===== src/rtl/sti_dac_gen.sv =====
// Frames a DW-bit word to DW/2..2DW bits, shifts it out serially and packs the stream into PW-bit pixels.
// Latency: first serial bit and any pixel write it completes appear the cycle after load is accepted.
// Backpressure: none; load is accepted only when busy=0, and loads seen while busy are dropped.
module sti_dac_gen #(
    parameter int DW    = 16,
    parameter int PW    = 8,
    parameter int DEPTH = 256,
    parameter int AW    = 8
) (
    input  logic          clk,
    input  logic          reset,
    input  logic          load,
    input  logic [DW-1:0] pi_data,
    input  logic [1:0]    pi_length,
    input  logic          pi_fill,
    input  logic          pi_msb,
    input  logic          pi_low,
    input  logic          pi_pmsb,
    input  logic          pi_end,
    output logic          busy,
    output logic          so_data,
    output logic          so_valid,
    output logic          pixel_wr,
    output logic [AW-1:0] pixel_addr,
    output logic [PW-1:0] pixel_dataout,
    output logic          pixel_finish,
    output logic          overflow
);
    localparam int FW  = 2 * DW;
    localparam int IW  = $clog2(FW);
    localparam int CW  = AW + 1;
    localparam int PCW = $clog2(PW + 1);

    typedef enum logic [2:0] {IDLE, SHIFT, FLUSH, FILL, DONE} state_t;

    state_t          state;
    logic [FW-1:0]   frame_q;
    logic [IW-1:0]   last_q;
    logic [IW-1:0]   idx;
    logic            fin_q;
    logic            msb_q;
    logic            pmsb_q;
    logic [PW-1:0]   acc;
    logic [PCW-1:0]  pcnt;
    logic [CW-1:0]   cnt;

    logic [FW-1:0]   frame_in;
    logic [IW-1:0]   last_in;
    logic [IW-1:0]   sel;
    logic            emit;
    logic            ebit;
    logic            epmsb;
    logic [PW-1:0]   acc_nxt;
    logic [PCW-1:0]  sh;
    logic [PW-1:0]   flush_dat;
    logic            pix_done;
    logic            room;

    assign busy     = (state != IDLE);
    assign room     = (cnt < CW'(DEPTH));
    assign pix_done = emit && (pcnt == PCW'(PW - 1));

    always_comb begin
        frame_in = '0;
        last_in  = '0;
        case (pi_length)
            2'd0: begin
                frame_in[DW/2-1:0] = pi_low ? pi_data[DW-1:DW/2] : pi_data[DW/2-1:0];
                last_in            = IW'(DW/2 - 1);
            end
            2'd1: begin
                frame_in[DW-1:0] = pi_data;
                last_in          = IW'(DW - 1);
            end
            2'd2: begin
                frame_in = pi_fill ? (FW'(pi_data) << (DW/2)) : FW'(pi_data);
                last_in  = IW'(3*DW/2 - 1);
            end
            default: begin
                frame_in = pi_fill ? (FW'(pi_data) << DW) : FW'(pi_data);
                last_in  = IW'(FW - 1);
            end
        endcase
    end

    // The accepting cycle emits stream bit 0 straight from the inputs so output starts one cycle after load.
    always_comb begin
        emit  = 1'b0;
        ebit  = 1'b0;
        epmsb = pmsb_q;
        sel   = '0;
        if (state == IDLE && load) begin
            emit  = 1'b1;
            epmsb = pi_pmsb;
            ebit  = pi_msb ? frame_in[last_in] : frame_in[0];
        end else if (state == SHIFT && !fin_q) begin
            emit = 1'b1;
            sel  = msb_q ? (last_q - idx) : idx;
            ebit = frame_q[sel];
        end
        acc_nxt   = epmsb ? ((acc << 1) | PW'(ebit))
                          : ((acc >> 1) | (PW'(ebit) << (PW - 1)));
        sh        = PCW'(PW) - pcnt;
        flush_dat = pmsb_q ? (acc << sh) : (acc >> sh);
    end

    always_ff @(posedge clk or negedge reset) begin
        if (!reset) begin
            state         <= IDLE;
            frame_q       <= '0;
            last_q        <= '0;
            idx           <= '0;
            fin_q         <= 1'b0;
            msb_q         <= 1'b0;
            pmsb_q        <= 1'b0;
            acc           <= '0;
            pcnt          <= '0;
            cnt           <= '0;
            so_data       <= 1'b0;
            so_valid      <= 1'b0;
            pixel_wr      <= 1'b0;
            pixel_addr    <= '0;
            pixel_dataout <= '0;
            pixel_finish  <= 1'b0;
            overflow      <= 1'b0;
        end else begin
            pixel_wr <= 1'b0;
            if (emit) begin
                if (pix_done) begin
                    acc  <= '0;
                    pcnt <= '0;
                    if (room) begin
                        pixel_wr      <= 1'b1;
                        pixel_addr    <= cnt[AW-1:0];
                        pixel_dataout <= acc_nxt;
                        cnt           <= cnt + CW'(1);
                    end else begin
                        overflow <= 1'b1;
                    end
                end else begin
                    acc  <= acc_nxt;
                    pcnt <= pcnt + PCW'(1);
                end
            end

            case (state)
                IDLE: begin
                    if (load) begin
                        frame_q  <= frame_in;
                        last_q   <= last_in;
                        msb_q    <= pi_msb;
                        pmsb_q   <= pi_pmsb;
                        so_valid <= 1'b1;
                        so_data  <= ebit;
                        idx      <= IW'(1);
                        fin_q    <= (last_in == '0);
                        state    <= SHIFT;
                    end else if (pi_end) begin
                        if (pcnt != '0) begin
                            state <= FLUSH;
                        end else if (room) begin
                            state <= FILL;
                        end else begin
                            state        <= DONE;
                            pixel_finish <= 1'b1;
                        end
                    end
                end
                SHIFT: begin
                    if (fin_q) begin
                        so_valid <= 1'b0;
                        so_data  <= 1'b0;
                        state    <= IDLE;
                    end else begin
                        so_data <= ebit;
                        if (idx == last_q) fin_q <= 1'b1;
                        else               idx   <= idx + IW'(1);
                    end
                end
                FLUSH: begin
                    acc  <= '0;
                    pcnt <= '0;
                    if (room) begin
                        pixel_wr      <= 1'b1;
                        pixel_addr    <= cnt[AW-1:0];
                        pixel_dataout <= flush_dat;
                        cnt           <= cnt + CW'(1);
                        state         <= (cnt == CW'(DEPTH - 1)) ? DONE : FILL;
                    end else begin
                        overflow     <= 1'b1;
                        pixel_finish <= 1'b1;
                        state        <= DONE;
                    end
                end
                FILL: begin
                    pixel_wr      <= 1'b1;
                    pixel_addr    <= cnt[AW-1:0];
                    pixel_dataout <= '0;
                    cnt           <= cnt + CW'(1);
                    if (cnt == CW'(DEPTH - 1)) state <= DONE;
                end
                default: begin
                    // Finish rises on the cycle after the final write, then holds until reset.
                    pixel_finish <= 1'b1;
                end
            endcase
        end
    end
endmodule


===== config.mk =====
export PLATFORM = sky130hd
export DESIGN_NAME = sti_dac_gen
export DESIGN_NICKNAME = d
export VERILOG_FILES = /design/src/rtl/sti_dac_gen.sv
export SDC_FILE = /design/constraint.sdc
export NUM_CORES = 1
export LEC_CHECK = 0
export ABC_AREA = 1
export ABC_CLOCK_PERIOD_IN_PS = 3300
export CAP_MARGIN = 10
export CORE_UTILIZATION = 50
export DETAILED_ROUTE_END_ITERATION = 6
export PLACE_DENSITY = 0.72
export SYNTH_ARGS = -nofsm -noshare
export SYNTH_HDL_FRONTEND = slang
export SYNTH_SLANG_ARGS = --single-unit
export TNS_END_PERCENT = 5

===== constraint.sdc =====
create_clock -name clk -period 3.3 [get_ports clk]
set_clock_uncertainty 0.15 [all_clocks]
set_input_delay 0.33 -clock clk [delete_from_list [all_inputs] [get_ports clk]]
set_output_delay 0.33 -clock clk [all_outputs]
set_load 0.005 [all_outputs]

## Word level (Yosys, flattened, before mapping)

Cells that the tools add are included.

- Add/sub/neg operators: 5
- $mul: 0
- Div/mod/pow operators: 0
- Magnitude comparators: 3
- Equal/unequal tests: 17
- Shift operators: 2
- Mux-type cells: 79
- Bitwise gates (word level): 3
- Reduce and logical (&&, ||, !) cells: 20

Operator list:

| kind | number |
|---|---|
| 8-bit two-way mux | 14 |
| 8-bit one-hot mux with 3 select lines | 2 |
| 9-bit two-way mux | 4 |
| 32-bit two-way mux | 1 |
| 16-bit one-hot mux with 2 select lines | 1 |
| 8-bit one-hot mux with 2 select lines | 2 |
| 1-bit two-way mux | 28 |
| 24-bit two-way mux | 1 |
| 3-bit two-way mux | 8 |
| 5-bit two-way mux | 4 |
| 9-bit one-hot mux with 2 select lines | 1 |
| 2-bit != test, second input constant | 8 |
| 5-bit one-hot mux with 3 select lines | 1 |
| 5-bit by 6-bit less-than comparator with 1-bit output, second input constant | 2 |
| 4-bit two-way mux | 3 |
| 3-bit one-hot mux with 4 select lines | 1 |
| 4-bit AND reduction | 3 |
| 1-bit binary-select mux with 5-bit select | 2 |
| 5-bit one-hot mux with 2 select lines | 1 |
| 9-bit by 1-bit adder with 9-bit output, second input constant | 1 |
| 9-bit by 8-bit equality test with 1-bit output, second input constant | 1 |
| 9-bit less-than comparator, second input constant | 1 |
| 7-bit by 8-bit OR with 8-bit output | 1 |
| 8-bit by 1-bit OR with 8-bit output | 1 |
| other kinds (27) | 37 |

- Flip-flop bits (word level): 90
- Latch bits: 0
- Memory bits (writable): 0
- ROM bits: 0
- Input port bits: 26
- Output and inout port bits: 22
- Word-level logic and storage cells: 146
- Memories: 0

## Depth between registers and ports, before layout

- Depth after elaboration: 14
- Gate-level depth with buffers: 15
- Depth with buffers taken out: 15

## Least setup slack after synthesis

Ideal clock, no wire load.

- Kind: register to register
- From: register last_q[2]
- To: register (tool-made name)
- Setup time: 0.073 ns
- Arrival time: 2.100 ns
- Data required time: 3.077 ns
- Path slack: 0.977 ns
- Cell stages (with the launch flop): 16
- Buffers on the path: 0
- Period minus slack after synthesis: 2.323 ns
- Cell sequence: dfrtp_1 > inv_1 > ha_1 > fa_1 > nand2_2 > o21ai_2 > inv_4 > nand3_1 > nand2_1 > nand2_1 > nand3_1 > nand3_1 > nand3_2 > nand3_1 > nand3_1 > a21oi_2

RTL lines:

| what | RTL line | source |
|---|---|---|
| start, declared | 38 | `logic [IW-1:0] last_q;` |
| start signal, assigned | 150 | `last_q <= last_in;` |

==> results.toml <==
[placement]
port_buffers = 47
dp_hpwl_um = 11100
dp_cells = 902
place_congestion = 0.9161

[finish]
final_cell_mix = "nand2_1, dfrtp_1, nand3_1"
final_cells = 919
mostFrequentLayoutCell = "nand2_1"
fin_nets = 812
area_delta_synth_final_pct = 14.50
diodes = 0
drive_above_1_share_pct = 8.986
post-route-util_pct = 58.53

[clock_network]
clk_pin_slew_ps = 100
cts.sink_count = 88
clk_latency_ps = 380
cts_buffers = 9
h-tree-depth = 3
root_buffer = "clkbuf_8"
clock_path_buffers = 2
cts_tree = "yes"
cts_setup_buffers = 0

[sta]
setup-violations-final = 0
min_period_ps = 2585
tns_ps = 0
slew_violations = 0
finalHoldViolCount = 0
finalCritPeriodShare_pct = 78.33
rsz0062_at_grt = "no"
slew-limit-headroom_pct = 43.45
worst_slew_pin_slew_ps = 848.2
fin_hold_ws_ps = 343.5
fmax_ghz = 0.3869

[synth]
synth_edf_count = 0
synthArstFlopShare_pct = 100.0
yosysTopAreaCell = "dfrtp_1"
ys_seq_area_share_pct = 39.74
synth.top_cell.area_share_pct = 39.74
synth_warnings = 0
synth-main-ff-cell = "dfrtp_1"
synth_cells = 729
synth_cell_types = 54
synth_nets = 767
synth_area_um2 = 5542
ys_ff_latch = 88
ys_top_cells_by_area = "dfrtp_1, nand2_1, nand3_1, o21ai_0, inv_1"
synth.avg_cell_area_um2 = 7.602

[route]
post_drt_wl_per_cell_um = 16.20
post-route-drc-count = 0
dr_total_vias = 5229
viasPerCell = 5.690
firstDrtPassIters = 5
totalWireLength_um = 14890
drt_iter0_drc = 347
ant_nets = 0

[critical_path]
cp.required_ps = 3460
crit_top_cell = "nand3_1"
cp_max_fo = 9
path_class = "reg -> reg"
path_delay_family = "adder cells"
max_stage_delay_ps = 500
slowest_stage = "fa_1"
critical_path.cell_chain = "inv_1 > ha_1 > fa_1 > nand2_2 > o21ai_2 > inv_4 > nand3_1 > nand2_1 > nand2_1 > nand3_1 > nand3_1 > nand3_2 > nand3_1 > nand3_1 > a21oi_1"
crit_arrival_ps = 2740
endpoint_kind = "register"
cp_num_buf_inv = 2
cp-start-kind = "register"

[power]
power.total_mw = 2.011
p_leak_nw = 2.982
cellPowerDensity_nw_per_um2 = 316.9
ir_drop_v = 0.0002203

[global_routing]
grt_pass1_wl_um = 24280
antenna_found_initial = 0
grt_pass1_vias = 4910
gr-total-overflow = 0
grt_usage_pct = 27.38
grt_max_degree = 68

[floorplanning]
initial_utilization_pct = 51.12
die_height_um = 107.3
dieArea_um2 = 11510
ioPinCount = 48
coreArea_um2 = 10840
die_x_um = 107.3
rows = 38

[run]
maxCapViolations = 0

[min_path]
hp-class = "reg -> reg"

[status]
status = "complete, no violations"
## per-layer routing
| metal | routed length (um) | vias to the layer above | global-route usage (%) |
|---|---|---|---|
| met2 | 6960 | 186 | 44.61 |
| met5 | 0 | - | 0 |
| met4 | 425 | 0 | 12.13 |
| li1 | - | 2545 | - |
| met1 | 6727 | 2469 | 35.88 |
| met3 | 776 | 29 | 4.479 |
## area by class of cell
| type | instances | area [um^2] |
|---|---|---|
| clock buffers | 10 | 137.6 |
| multi-input cells | 538 | 2900 |
| flip-flops and latches | 88 | 2202 |
| well taps | 140 | 175.2 |
| repair buffers | 57 | 545.5 |
| clock inverters | 6 | 73.82 |
| fillers | 1016 | 4496 |
| inverters | 80 | 310.3 |
## Yosys cell counts (2+ instances only)
cell,number
o21ai_1,5
nor2_4,4
o22ai_1,15
nor3_1,7
a22oi_1,3
dfrtp_1,88
clkinv_1,4
buf_2,4
a21oi_1,26
ha_1,11
nand2_1,198
nand3b_1,3
o21a_1,6
o31ai_1,8
nor2_1,34
nand4_1,3
buf_1,3
nand3_1,76
a22o_1,8
inv_1,68
clkbuf_1,11
xor2_1,7
o21ai_2,12
nand2_4,6
xnor2_1,3
o211ai_1,10
nor4_1,2
a31oi_1,5
nor2_8,2
inv_4,2
buf_6,5
o21ai_0,58
a2bb2oi_1,4
inv_2,5
nand2_2,4
## cell families (layout without fill, tap and decap cells)
group,count (synthesis),in the layout,synth area share (%)
compound gates,171,171,19.51
simple gates,345,345,28.40
flops,88,88,39.74
buf+inv,103,153,7.925
xor+xnor,10,10,1.581
fa+ha+maj,12,12,2.845
## power by group
group | total [mW] | leakage [nW] | switching (mW) | internal, mW
Combinational | 0.118 | 1.78 | 0.0738 | 0.0442
Sequential | 1.08 | 1.10 | 0 | 1.08
Clock | 0.816 | 0.101 | 0.434 | 0.381
## repair_timing
action / in CTS / in global routing
endpoints found under the hold margin: 65 / 0
resized for setup: 0 / 0
hold buffers: 1 / 0
## final timing paths
kind,to,cells after the start,slack (ps),from
worst max-delay path,register,15,720,last_q[2]$_DFFE_PN0P_
worst min-delay path,register,1,340,register
worst max register to register,register,15,720,last_q[2]$_DFFE_PN0P_
worst min register to register,register,1,340,register
max in group asynchronous,acc[4]$_DFFE_PN0P_,3,1840,reset
min in group asynchronous,frame_q[25]$_DFFE_PN0P_,2,430,reset
## through the flow
| stage | setup slack [ps] | instance area, um^2 |
|---|---|---|
| 3_3_place_gp | 779.3 | 6123 |
| 4_1_cts | 711.2 | 6345 |
| 5_1_grt | 492.2 | 6345 |
| 6_report | 715.2 | 6345 |
| 2_1_floorplan | 977.4 | 5542 |
| 3_5_place_dp | 705.4 | 6123 |
Power figures use the tool's default switching activity.
